<file path="src/rtl/alu_arbiter.sv">
// Two-requester front end for a single shared combinational ALU: grants one
// operation at a time, registers its operands, and returns the result to its owner.
module alu_arbiter #(
  parameter int WIDTH = 32
) (
  input  logic             clk,
  input  logic             rst_n,
  input  logic             req0_valid,
  output logic             req0_ready,
  input  logic [WIDTH-1:0] req0_A,
  input  logic [WIDTH-1:0] req0_B,
  input  logic [1:0]       req0_S,
  input  logic             req1_valid,
  output logic             req1_ready,
  input  logic [WIDTH-1:0] req1_A,
  input  logic [WIDTH-1:0] req1_B,
  input  logic [1:0]       req1_S,
  output logic             rsp0_valid,
  input  logic             rsp0_ready,
  output logic             rsp1_valid,
  input  logic             rsp1_ready,
  output logic [WIDTH-1:0] rsp_C,
  output logic             rsp_Co,
  output logic [WIDTH-1:0] alu_A,
  output logic [WIDTH-1:0] alu_B,
  output logic [1:0]       alu_S,
  input  logic [WIDTH-1:0] alu_C,
  input  logic             alu_Co,
  output logic             busy
);

  typedef enum logic [1:0] {IDLE, EXEC, RESP} state_e;

  state_e           state_q, state_d;
  logic             prio_q, owner_q;
  logic [WIDTH-1:0] alu_a_q, alu_b_q, rsp_c_q;
  logic [1:0]       alu_s_q;
  logic             rsp_co_q;

  logic gnt0, gnt1, accept, rsp_hs;

  // prio only breaks ties; a lone requester always wins.
  assign gnt0   = req0_valid && (!req1_valid || !prio_q);
  assign gnt1   = req1_valid && (!req0_valid ||  prio_q);
  assign accept = (state_q == IDLE) && (gnt0 || gnt1);
  assign rsp_hs = (state_q == RESP) && (owner_q ? rsp1_ready : rsp0_ready);

  // NOTE: sequential state uses non-blocking assignments so every register
  // samples the pre-edge values regardless of process ordering.
  always_ff @(posedge clk or negedge rst_n) begin
    if (!rst_n) state_q <= IDLE;
    else        state_q <= state_d;
  end

  // NOTE: every combinational output gets a default first, so no path through
  // the case statement can leave it unassigned and infer a latch.
  always_comb begin
    state_d = state_q;
    unique case (state_q)
      IDLE:    if (req0_valid || req1_valid) state_d = EXEC;
      EXEC:    state_d = RESP;
      RESP:    if (rsp_hs) state_d = IDLE;
      default: state_d = IDLE;
    endcase
  end

  always_comb begin
    req0_ready = 1'b0;
    req1_ready = 1'b0;
    rsp0_valid = 1'b0;
    rsp1_valid = 1'b0;
    busy       = (state_q != IDLE);
    unique case (state_q)
      IDLE: begin
        req0_ready = gnt0;
        req1_ready = gnt1;
      end
      RESP: begin
        rsp0_valid = !owner_q;
        rsp1_valid =  owner_q;
      end
      default: ;
    endcase
  end

  // NOTE: the datapath registers are reset too, because the ALU ports and the
  // result must read zero while reset is held, not just the control state.
  always_ff @(posedge clk or negedge rst_n) begin
    if (!rst_n) begin
      prio_q   <= 1'b0;
      owner_q  <= 1'b0;
      alu_a_q  <= '0;
      alu_b_q  <= '0;
      alu_s_q  <= '0;
      rsp_c_q  <= '0;
      rsp_co_q <= 1'b0;
    end else begin
      if (accept) begin
        owner_q <= gnt1;
        alu_a_q <= gnt1 ? req1_A : req0_A;
        alu_b_q <= gnt1 ? req1_B : req0_B;
        alu_s_q <= gnt1 ? req1_S : req0_S;
      end
      if (state_q == EXEC) begin
        rsp_c_q  <= alu_C;
        rsp_co_q <= alu_Co;
      end
      if (rsp_hs) prio_q <= ~owner_q;
    end
  end

  assign alu_A  = alu_a_q;
  assign alu_B  = alu_b_q;
  assign alu_S  = alu_s_q;
  assign rsp_C  = rsp_c_q;
  assign rsp_Co = rsp_co_q;

endmodule

</file>
<file path="config.mk">
export PLATFORM = sky130hd
export DESIGN_NAME = alu_arbiter
export DESIGN_NICKNAME = d
export VERILOG_FILES = /design/src/rtl/alu_arbiter.sv
export SDC_FILE = /design/constraint.sdc
export NUM_CORES = 1
export LEC_CHECK = 0
export BUFFER_PORTS_ARGS = -buffer_cell sky130_fd_sc_hd__buf_2
export CAP_MARGIN = 40
export CORE_ASPECT_RATIO = 1.2
export CORE_MARGIN = 10
export CORE_UTILIZATION = 32
export CTS_BUF_LIST = sky130_fd_sc_hd__clkbuf_4
export DETAILED_ROUTE_END_ITERATION = 10
export PLACE_DENSITY_LB_ADDON = 0.25
export SYNTH_ARGS = -nofsm -noshare
export SYNTH_HDL_FRONTEND = slang
export SYNTH_SLANG_ARGS = --single-unit
</file>
<file path="constraint.sdc">
create_clock -name clk -period 1.47 [get_ports clk]
set_input_delay 0.0735 -clock clk [delete_from_list [all_inputs] [get_ports clk]]
set_output_delay 0.0735 -clock clk [all_outputs]
set_load 0.03 [all_outputs]
</file>
Yosys cells after proc, flatten, opt, wreduce, memory -nomap -nowiden. Cells that the tools add are included.

Eq/ne operators: 4. Mux-type cells: 11. Bitwise operators: 1. Reductions and logical operators: 15.

Operators by type and width (number): $mux 32 (2); $mux 2 (3); $pmux 2 s3 (1); $mux 1 (5); $logic_and 1x1->1 (4); $logic_not 1->1 (4); $logic_or 1x1->1 (4); $eq 2x1->1 const B (1); $eq 2x2->1 const B (1); $logic_not 2->1 (1); $ne 2x1->1 const B (1); $ne 2x2->1 const B (1); $reduce_and 2->1 (1); $reduce_bool 2->1 (1); $not 1->1 (1).

Register bits: 103. Bits of input ports: 171. Output and inout port bits: 104. Word-level logic and storage cells: 39.

Longest topological paths before layout. Gate-level depths: netlist of run 1.

Depth in word-level cells: 5. Depth in mapped cells: 6. Gate-level depth less buffers: 4.

Least setup slack after synthesis of run 1. Ideal clock, no wire load.

Kind: reg2out. Start: register prio_q. End: output port req1_ready. Arrival: 1.291 ns. Required time: 1.397 ns. Setup slack: 0.105 ns. Stages on the path, launching flop included: 6. Path buffers: 2. Cells stage by stage: dfrtp_1 > nand2b_2 > buf_6 > buf_2 > nand2_1 > nor2_1.

Cells in the longest elaborated chain, start to end: 3.

RTL lines: from (decl) (RTL line 35) `logic prio_q, owner_q;`; from (signal assigned) (RTL line 108) `if (rsp_hs) prio_q <= ~owner_q;`; $logic_or 1x1->1 (RTL line 44) `assign gnt1 = req1_valid && (!req0_valid || prio_q);`; $logic_and 1x1->1 (RTL line 44); $mux 1 (RTL line 73) `unique case (state_q)`; to (decl) (RTL line 14) `output logic req1_ready,`.

Every way passes these cells.

Worst setup path after layout of run 1.
Start: register state_q[0]. End: register alu_a_q[26], in the netlist alu_A[26].

Cells in the longest elaborated chain, start to end: 2.

RTL lines: from (decl) (RTL line 34) `state_e state_q, state_d;`; from (signal assigned) (RTL line 52) `else state_q <= state_d;`; $logic_not 2->1 (RTL line 45) `assign accept = (state_q == IDLE) && (gnt0 || gnt1);`; $logic_and 1x1->1 (RTL line 45); to (signal assigned) (RTL line 100) `alu_a_q <= gnt1 ? req1_A : req0_A;`; to (decl) (RTL line 36) `logic [WIDTH-1:0] alu_a_q, alu_b_q, rsp_c_q;`.

Every way passes these cells. A chain may end at the register's enable or synchronous reset.

==> metrics, run 1 <==
run status complete, but fails checks; violations in the final reports setup timing; multi-input combinational cell area 2490 µm²; first drt pass iteration count 7; Ports 275; initial standard-cell utilization of the core 0.329; clock tree from TritonCTS done; Synth Warn # 0; total core area 15,100 µm²; Async SR Flop Fraction 1.00; vias in the first global route 6,189; Sinks on Clock Net 103; maximum frequency from static timing analysis 0.640 GHz; final standard cell utilization of the core 0.612; port bufs 274; crit start category register; Final Hold Fails 0; classification of the worst setup path register to register; shortest period the worst path allows 1.56 ns; Clock Latency Late Sink 0.48 ns; HPWL after DPL 13,500 µm; Least-Margin Pin Slew 0.734 ns; power density of the placed cells 1990 nW/µm²; worst hold-check path type primary input to register; primary flip-flop cell chosen by synthesis mapping sky130_fd_sc_hd__dfrtp_1; worst-case headroom to the max-slew limit 0.509; CTS H-Tree Depth 3; total vias in the final route 5,925; Avg Synthesized Cell Area 10.3 µm²; number of clock buffers inserted by TritonCTS 9; final setup skew 0.0188 ns; Worst R2R Setup Slack -0.09 ns; die width 134 µm; global route total overflow 0; number of maximum-capacitance constraint violations 0; drt drc 0; Worst Path Max Fanout 8; endpoints failing setup 48; deepest clock path buffer count 2; wire length of the first global-routing pass 32,800 µm; number of different library cells in the post-synthesis netlist 27; Synth top area share 0.519; Die Height 156 µm; vias per std cell 5.23; most area-hungry cell type in the Yosys netlist sky130_fd_sc_hd__dfrtp_1; Worst Path Arrival 1.92 ns; RSZ-0062 raised after global routing true; part of the Yosys area used for sequential elements 0.519; worst hold slack 0.0750 ns; Die Area 20,900 µm²; share of final-layout standard cells stronger than drive strength 1 0.448; largest net degree at the start of global routing 68; number of standard-cell rows in the floorplan 49; Max Slew Vio Count 0; summed negative setup slack over all endpoints -1.80 ns; area taken by flip-flops and latches 2580 µm²; number of enable flip-flop cells after synthesis 0; synthesized flop and latch total 103; number of instances in the placed design 921; post-synthesis cell area 4960 µm²; count of mapped cells out of synthesis 480; Post-layout nets 1,091; PnR worst setup slack -0.0919 ns; total length of routed wires 23,600 µm; total track usage 0.195; root buffer cell sky130_fd_sc_hd__clkbuf_4; syn_nets 651; Avg WL per Cell 20.8 µm; capturing element type of the critical path register; worst slack, placed 0.119 ns; Iter 0 DRT Violations 371; count of placed standard cells in the final layout, fillers left out 1,132; Area Overhead vs Synth 85.9%; count of nets left with antenna violations after detail routing 0; number of antenna violations at the first check in global routing 4; most area-consuming cells after synthesis sky130_fd_sc_hd__dfrtp_1 52%, sky130_fd_sc_hd__a31oi_1 8.4%, sky130_fd_sc_hd__nand3_1 6.7%; clock edge transition at the registers on the reported setup and hold paths 0.15 ns; Final GP Congestion 0.776; IR Drop Worst-Case VDD 1.06 mV; final-layout fill cell count 1,178; Leakage Power 4.03 nW; fin crit share 1.06; worst endpoint required time 1.83 ns
==> layout by cell type, fill, tap and decap left out, drive strengths merged <==
cell type / n
and3: 2
dfrtp: 103
nor2: 6
nand2: 2
clkinvlp: 1
diode: 3
buf: 304
mux2: 33
clkinv: 3
clkbuf: 16
dlygate4sd3: 172
a31oi: 67
and2b: 1
nand3: 66
o21ai: 71
inv: 7
or2: 1
a21oi: 67
nand2b: 3
==> synth_stat cells, drive strengths merged (2+ instances only) <==
cell type / count
dfrtp: 103
o21ai: 71
a21oi: 67
a31oi: 67
nand3: 66
buf: 39
mux2: 33
clkbuf: 15
nor2: 6
inv: 4
nand2b: 3
and3: 2
nand2: 2
==> metrics by stage <==
stage | total power, mW | instance area, µm²
4_1_cts | 16.5 | 8490
2_1_floorplan | 11.3 | 4960
3_3_place_gp | 14.1 | 6510
6_report | 18.4 | 9230
3_5_place_dp | 14.3 | 6510
5_1_grt | 19.3 | 9230
==> final cells by class <==
| cell class | instances | share of cell area |
|---|---|---|
| multi-input combinational | 319 | 0.270 |
| clock buffer | 9 | 0.00732 |
| clock inverter | 7 | 0.00597 |
| sequential | 103 | 0.280 |
| tap | 204 | 0.0277 |
| timing repair buffer | 483 | 0.407 |
| inverter | 4 | 0.00217 |
| antenna | 3 | 0.000814 |
==> worst max-delay path: stages (launching register included) <==
cell and delay (ns):
sky130_fd_sc_hd__dfrtp_1 0.44, sky130_fd_sc_hd__nor2_4 0.13, sky130_fd_sc_hd__buf_6 0.12, sky130_fd_sc_hd__inv_6 0.04, sky130_fd_sc_hd__buf_6 0.11, sky130_fd_sc_hd__nor2_4 0.14
sky130_fd_sc_hd__buf_12 0.17, sky130_fd_sc_hd__clkbuf_16 0.19, sky130_fd_sc_hd__a31oi_1 0.09
==> path summary, 6_finish.rpt <==
check | cells after the start | from | to
setup / recovery | 8 | state_q[0]$_DFFE_PN0P_ | alu_A[26]$_DFFE_PN0P_
hold / removal | 4 | req0_valid | owner_q$_DFFE_PN0P_
setup reg to reg | 8 | state_q[0]$_DFFE_PN0P_ | alu_A[26]$_DFFE_PN0P_
hold reg to reg | 1 | rsp_C[15]$_DFFE_PN0N_ | rsp_C[15]$_DFFE_PN0N_
max in group asynchronous | 3 | rst_n | alu_B[23]$_DFFE_PN0P_
min in group asynchronous | 3 | rst_n | alu_B[31]$_DFFE_PN0P_
==> state kept, by name, summed over array words and instances (netlist names) <==
signal and count:
alu_S 2, rsp_Co 1, rsp_C 32, owner_q 1
alu_A 32, prio_q 1, state_q 2, alu_B 32
==> power by group <==
part / switching [mW] / total [mW] / internal, mW
Sequential: 0.853 / 5.13 / 4.28
Clock: 1.04 / 1.41 / 0.367
Combinational: 7.15 / 11.9 / 4.70
==> per-layer routing <==
metal,wire length [µm],global-route usage,vias to the layer above
met2,12200,0.339,327
met1,8610,0.212,2858
met3,1830,0.0564,63
met4,865,0.102,2
met5,7,0,-
li1,-,-,2675
==> what timing repair did <==
action,CTS,global route
pin swaps,4,1
setup endpoints to repair,5,69
buffers inserted,8,2
hold buffers,172,0
gates resized for setup,21,76
gates cloned,0,10
hold endpoints to repair,205,0
==> logic make-up (layout without fill, tap and decap cells) <==
| logic type | Yosys count | in the layout | synth area share |
|---|---|---|---|
| AOI/OAI and AO/OA | 205 | 205 | 0.239 |
| buffers and inverters | 58 | 503 | 0.0769 |
| DFF | 103 | 103 | 0.519 |
| muxes | 33 | 33 | 0.0809 |
| other | 0 | 3 | 0 |
| and+or+nand+nor | 81 | 81 | 0.0842 |
(Power assumes the default switching activity.)
==> run 2, diff against run 1 <==
- CTS_BUF_LIST: sky130_fd_sc_hd__clkbuf_4 -> sky130_fd_sc_hd__clkbuf_2
==> run 2 against run 1 <==
Net effect:
- highest routed layer is now met4
- maximum frequency shrank 8.9%
- non-clock buffer count grew 10
- the run still ends with setup timing left
- clock power shrank 7%
- core utilization grew 1.1 points
- clock skew grew 0.013 ns
- register-to-register slack gained 0.02 ns
- routed wire length grew 2.5%
- power grew 0.48%
- largest power group unchanged
- die area is the same
- design area grew 1.7%
- first-iteration DRC count grew 15%
- sequential cell count is the same
==> metrics, run 2 (same netlist as run 1, synthesis figures left out) <==
Clock Latency Late Sink 0.65 ns (was 0.48 ns); clock edge transition at the registers on the reported setup and hold paths 0.30 ns (was 0.15 ns); Least-Margin Pin Slew 0.732 ns (was 0.734 ns); RSZ-0062 raised after global routing true (unchanged); Slowest Stage Delay on Critical Path 0.47 ns (was 0.44 ns); final total power 18.5 mW (was 18.4 mW); PnR worst setup slack -0.244 ns (was -0.0919 ns); Leakage Power 4.11 nW (was 4.03 nW); deepest clock path buffer count 2 (unchanged); fin crit share 1.17 (was 1.06); clock tree from TritonCTS done (unchanged); power density of the placed cells 1970 nW/µm² (was 1990 nW/µm²); root buffer cell sky130_fd_sc_hd__clkbuf_2 (was sky130_fd_sc_hd__clkbuf_4); run status complete, but fails checks (unchanged); Worst Path Arrival 1.64 ns (was 1.92 ns); critical path, cell by cell buf_4 > nand2b_4 > nor2_4 > buf_6 (was nor2_4 > buf_6 > inv_6 > buf_6 > nor2_4 > buf_12 > clkbuf_16 > a31oi_1); Final GP Congestion 0.776 (unchanged); Worst R2R Setup Slack -0.07 ns (was -0.09 ns); Sinks on Clock Net 103 (unchanged); worst-case headroom to the max-slew limit 0.510 (was 0.509); Critical Path Slowest Stage Cell sky130_fd_sc_hd__dfrtp_1 (unchanged); share of final-layout standard cells stronger than drive strength 1 0.457 (was 0.448); Area Overhead vs Synth 89.1% (was 85.9%); die width 134 µm (unchanged); count of nets left with antenna violations after detail routing 0 (unchanged); Post-layout nets 1,101 (was 1,091); vias per std cell 5.27 (was 5.23); initial standard-cell utilization of the core 0.329 (unchanged); drt drc 0 (unchanged); total length of routed wires 24,100 µm (was 23,600 µm); Final Hold Fails 0 (unchanged); IR Drop Worst-Case VDD 0.995 mV (was 1.06 mV); summed negative setup slack over all endpoints -2.48 ns (was -1.80 ns); wire length of the first global-routing pass 33,000 µm (was 32,800 µm); Ports 275 (unchanged); final-layout fill cell count 1,162 (was 1,178); total vias in the final route 6,021 (was 5,925); leading cell type in the layout, fill and taps excluded sky130_fd_sc_hd__buf_2 (unchanged); CTS H-Tree Depth 3 (unchanged); port bufs 274 (unchanged); classification of the worst setup path register to primary output (was register to register); maximum frequency from static timing analysis 0.583 GHz (was 0.640 GHz); number of antenna violations at the first check in global routing 3 (was 4); violations in the final reports setup timing (unchanged); Die Area 20,900 µm² (unchanged); Iter 0 DRT Violations 427 (was 371); number of clock buffers inserted by TritonCTS 9 (unchanged); final setup skew 0.0317 ns (was 0.0188 ns); endpoints failing setup 51 (was 48); number of maximum-capacitance constraint violations 0 (unchanged); Max Slew Vio Count 0 (unchanged); Avg WL per Cell 21.1 µm (was 20.8 µm); global route total overflow 0 (unchanged); total core area 15,100 µm² (unchanged); Die Height 156 µm (unchanged); HPWL after DPL 13,500 µm (unchanged); worst hold slack 0.151 ns (was 0.0750 ns); Worst Path Max Fanout 3 (was 8); worst endpoint required time 1.40 ns (was 1.83 ns); crit start category register (unchanged); shortest period the worst path allows 1.71 ns (was 1.56 ns); vias in the first global route 6,179 (was 6,189); capturing element type of the critical path primary output (was register); count of placed standard cells in the final layout, fillers left out 1,142 (was 1,132); worst hold-check path type primary input to register (unchanged); largest net degree at the start of global routing 68 (unchanged); first drt pass iteration count 5 (was 7); number of instances in the placed design 921 (unchanged); total track usage 0.197 (was 0.195); commonest cells after routing, fill and taps aside 268 x sky130_fd_sc_hd__buf_2, 174 x sky130_fd_sc_hd__dlygate4sd3_1, 101 x sky130_fd_sc_hd__dfrtp_1, 66 x sky130_fd_sc_hd__nand3_1, 47 x sky130_fd_sc_hd__a21oi_1 (was 268 x sky130_fd_sc_hd__buf_2, 172 x sky130_fd_sc_hd__dlygate4sd3_1, 101 x sky130_fd_sc_hd__dfrtp_1, 66 x sky130_fd_sc_hd__nand3_1, 52 x sky130_fd_sc_hd__o21ai_1); number of standard-cell rows in the floorplan 49 (unchanged)
[run 2: changes by cell type in the layout (fill, tap and decap cells not counted), moves of 2 or more]
cell                            before  now
sky130_fd_sc_hd__dlygate4sd3_1     172  174
sky130_fd_sc_hd__clkbuf_4            9    0
sky130_fd_sc_hd__clkbuf_2            0    9
sky130_fd_sc_hd__o21ai_1            52   46
sky130_fd_sc_hd__clkbuf_16           7   11
sky130_fd_sc_hd__o21ai_2             0    7
sky130_fd_sc_hd__a31oi_2             3    6
sky130_fd_sc_hd__a31oi_4            28   25
sky130_fd_sc_hd__buf_6               9   11
[run 2: power breakdown]
group          internal (mW)  leakage, nW  switching, mW
clock                  0.245       0.0609           1.07
combinational           4.84         2.88           7.19
sequential              4.27         1.17          0.866
total                   9.36         4.11           9.13
[run 2: repair_timing]
item / 4_1_cts / 5_1_grt
pin swaps: 4 / 27
hold buffers: 175 / 0
gates cloned: 0 / 16
hold endpoints to repair: 205 / 0
resized for setup: 23 / 81
endpoints found under the setup margin: 5 / 65
setup buffers: 8 / 3
[run 2: metal layers]
metal	track usage	part of all wire
met1	0.215	0.36
met3	0.0519	0.079
met5	0	0
met4	0.120	0.047
met2	0.335	0.52
[run 2: path summary, 6_finish.rpt]
path	from	end	cells past startpoint
worst max-delay path	state_q[0]$_DFFE_PN0P_	rsp0_valid	4
worst min-delay path	alu_C[14]	rsp_C[14]$_DFFE_PN0N_	3
worst max register to register	state_q[0]$_DFFE_PN0P_	alu_A[26]$_DFFE_PN0P_	8
worst min register to register	rsp_C[15]$_DFFE_PN0N_	rsp_C[15]$_DFFE_PN0N_	1
max in group asynchronous	rst_n	alu_B[18]$_DFFE_PN0P_	3
min in group asynchronous	rst_n	alu_B[20]$_DFFE_PN0P_	3
[run 2: cell type report]
cell class,count,area (µm²),share of cell area
sequential,103,2580,0.275
antenna,3,7.51,0.000800
clock buffer,9,45.0,0.00480
inverter,4,20.0,0.00213
tap,204,255,0.0272
clock inverter,7,55.1,0.00587
timing repair buffer,493,3940,0.419
multi-input combinational,319,2490,0.265
[run 2: worst max-delay path: cells and delay by family, from the launching register on]
kind | cells | cell delay (ns)
AND/OR/NAND/NOR | 2 | 0.25
buffers and inverters | 2 | 0.29
flip-flops | 1 | 0.47
[run 2: through the flow]
step                worst slack [ns]  utilization  cell area (µm²)
floorplan                      0.105            -             4960
global placement               0.133        0.432             6510
detailed placement             0.119        0.432             6510
CTS                           -0.307        0.564             8500
global route                  -0.324        0.622             9390
finish                        -0.244        0.622             9390
==> run 3, diff against run 2 <==
- RECOVER_POWER: unset -> 25
==> run 3 against run 2 <==
Net effect:
- the flow still finishes with violations (setup timing)
- critical path type unchanged
- via count is 0.25% lower
- global-route usage did not move
- clock power about the same
- highest routed layer unchanged
==> metrics, run 3 (same netlist as run 1, synthesis figures left out) <==
run status complete, but fails checks (unchanged); violations in the final reports setup timing (unchanged); classification of the worst setup path register to primary output (unchanged); vias in the first global route 6,179 (unchanged); number of standard-cell rows in the floorplan 49 (unchanged); clock tree from TritonCTS done (unchanged); worst hold-check path type primary input to register (unchanged); port bufs 274 (unchanged); drt drc 0 (unchanged); global route total overflow 0 (unchanged); Die Height 156 µm (unchanged); wire length of the first global-routing pass 33,000 µm (unchanged); sink of the worst hold path rsp_C[14]$_DFFE_PN0N_ (unchanged); commonest cells after routing, fill and taps aside 268 x sky130_fd_sc_hd__buf_2, 174 x sky130_fd_sc_hd__dlygate4sd3_1, 101 x sky130_fd_sc_hd__dfrtp_1, 66 x sky130_fd_sc_hd__nand3_1, 47 x sky130_fd_sc_hd__a21oi_1 (unchanged); root buffer cell sky130_fd_sc_hd__clkbuf_2 (unchanged); Sinks on Clock Net 103 (unchanged); worst endpoint required time 1.40 ns (about the same); worst hold slack 0.151 ns (about the same); Die Area 20,900 µm² (unchanged); shortest period the worst path allows 1.71 ns (about the same); die width 134 µm (unchanged); Iter 0 DRT Violations 418 (was 427); capturing element type of the critical path primary output (unchanged); Worst R2R Setup Slack -0.07 ns (about the same); met2 Use GR 0.335 (unchanged); total vias in the final route 6,006 (was 6,021); Worst Hold Depth 3 (unchanged); RSZ-0062 raised after global routing true (unchanged); deepest clock path buffer count 2 (unchanged); number of antenna violations at the first check in global routing 3 (unchanged); count of placed standard cells in the final layout, fillers left out 1,144 (was 1,142); Max Slew Vio Count 0 (unchanged); CTS H-Tree Depth 3 (unchanged); number of instances in the placed design 921 (unchanged); fin crit share 1.16 (was 1.17); count of cells along the worst register-to-register path 8 (unchanged); HP Start alu_C[14] (unchanged); area taken by flip-flops and latches 2580 µm² (unchanged); number of maximum-capacitance constraint violations 0 (unchanged); Avg WL per Cell 21.2 µm (was 21.1 µm); power density of the placed cells 1970 nW/µm² (about the same); Leakage Power 4.10 nW (was 4.11 nW); reg2reg end alu_A[26]$_DFFE_PN0P_ (unchanged); total core area 15,100 µm² (unchanged); PnR worst setup slack -0.241 ns (was -0.244 ns); Worst R2R Start state_q[0]$_DFFE_PN0P_ (unchanged); vias per std cell 5.25 (was 5.27); Area Overhead vs Synth 88.7% (was 89.1%); Post-layout nets 1,101 (unchanged); number of clock buffers inserted by TritonCTS 9 (unchanged); total length of routed wires 24,200 µm (was 24,100 µm); Ports 275 (unchanged); worst-case headroom to the max-slew limit 0.513 (was 0.510); multi-input combinational cell area 2490 µm² (unchanged); leading cell type in the layout, fill and taps excluded sky130_fd_sc_hd__buf_2 (unchanged); final-layout fill cell count 1,165 (was 1,162); Final GP Congestion 0.776 (unchanged); final setup skew 0.0217 ns (was 0.0317 ns); Least-Margin Pin Slew 0.728 ns (was 0.732 ns); most heavily used metal layer in global routing met2 (unchanged); IR Drop Worst-Case VDD 0.995 mV (about the same); Worst Path Max Fanout 3 (unchanged); met3 Track Usage GR 0.0519 (unchanged); Worst Path Arrival 1.64 ns (about the same); Clock Latency Late Sink 0.64 ns (was 0.65 ns); initial standard-cell utilization of the core 0.329 (unchanged); count of nets left with antenna violations after detail routing 0 (unchanged); total track usage 0.197 (unchanged); clock edge transition at the registers on the reported setup and hold paths 0.30 ns (about the same); crit start category register (unchanged); endpoints failing setup 54 (was 51); maximum frequency from static timing analysis 0.584 GHz (was 0.583 GHz); Final Hold Fails 0 (unchanged); met1 demand-to-capacity share in global routing 0.215 (unchanged); first drt pass iteration count 6 (was 5); HPWL after DPL 13,500 µm (unchanged); largest net degree at the start of global routing 68 (unchanged); share of final-layout standard cells stronger than drive strength 1 0.457 (unchanged)
## run 3: cell count changes in the layout (fill, tap and decap cells not counted)
cell | previous run | this run
sky130_fd_sc_hd__buf_12 | 15 | 13
sky130_fd_sc_hd__buf_4 | 9 | 8
sky130_fd_sc_hd__clkbuf_4 | 0 | 3
sky130_fd_sc_hd__diode_2 | 3 | 5
## run 3: timing repair
action | CTS | global route
setup endpoints to repair | 5 | 65
resized for setup | 23 | 81
endpoints found under the hold margin | 205 | 0
gates cloned | 0 | 16
hold buffers | 175 | 0
setup buffers | 8 | 3
pin swaps | 4 | 27
## run 3: through the flow
| stage | power (mW) | area (µm²) | util | setup WS [ns] | TNS, ns |
|---|---|---|---|---|---|
| after detailed placement | 14.3 | 6510 | 0.432 | 0.119 | 0 |
| final | 18.5 | 9370 | 0.621 | -0.241 | -2.54 |
| after floorplan | 11.3 | 4960 | - | 0.105 | 0 |
| after CTS | 16.4 | 8500 | 0.564 | -0.307 | -1.38 |
| after global placement | 14.1 | 6510 | 0.432 | 0.133 | 0 |
| after global routing | 19.4 | 9360 | 0.621 | -0.324 | -5.96 |
## run 3: layout make-up
class,count,share of cell area
Timing Repair Buffer,493,0.417
Clock inverter,7,0.00588
Clock buffer,9,0.00481
Antenna cell,5,0.00134
Inverter,4,0.00214
Tap cell,204,0.0273
Multi-Input combinational cell,319,0.266
Sequential cell,103,0.275
## run 3: critical path, cell delays in order, from the launching register on
cell	delay, ns
sky130_fd_sc_hd__dfrtp_1	0.47
sky130_fd_sc_hd__buf_4	0.15
sky130_fd_sc_hd__nand2b_4	0.15
sky130_fd_sc_hd__nor2_4	0.10
sky130_fd_sc_hd__buf_6	0.14
## run 3: metal layers
layer,wire length (µm),vias to the layer above
met2,12400,363
met1,8660,2857
met4,1160,0
met5,0,-
li1,-,2687
met3,1970,99
## run 3: power by group
| part | internal [mW] | switching, mW |
|---|---|---|
| registers | 4.27 | 0.873 |
| logic | 4.83 | 7.19 |
| clock network | 0.245 | 1.06 |
## run 3: worst max-delay path by stage
stage	end	from	slack, ns	cells past startpoint
6_report	rsp0_valid	state_q[0]$_DFFE_PN0P_	-0.24	4
5_1_grt	req1_ready	state_q[0]$_DFFE_PN0P_	-0.32	5
4_1_cts	rsp0_valid	state_q[0]$_DFFE_PN0P_	-0.31	4
3_5_place_dp	rsp_C[0]$_DFFE_PN0N_	state_q[1]$_DFFE_PN0P_	0.12	3
3_3_place_gp	alu_A[5]$_DFFE_PN0P_	prio_q$_DFFE_PN0P_	0.13	4
2_1_floorplan	req1_ready	prio_q$_DFFE_PN0P_	0.11	5
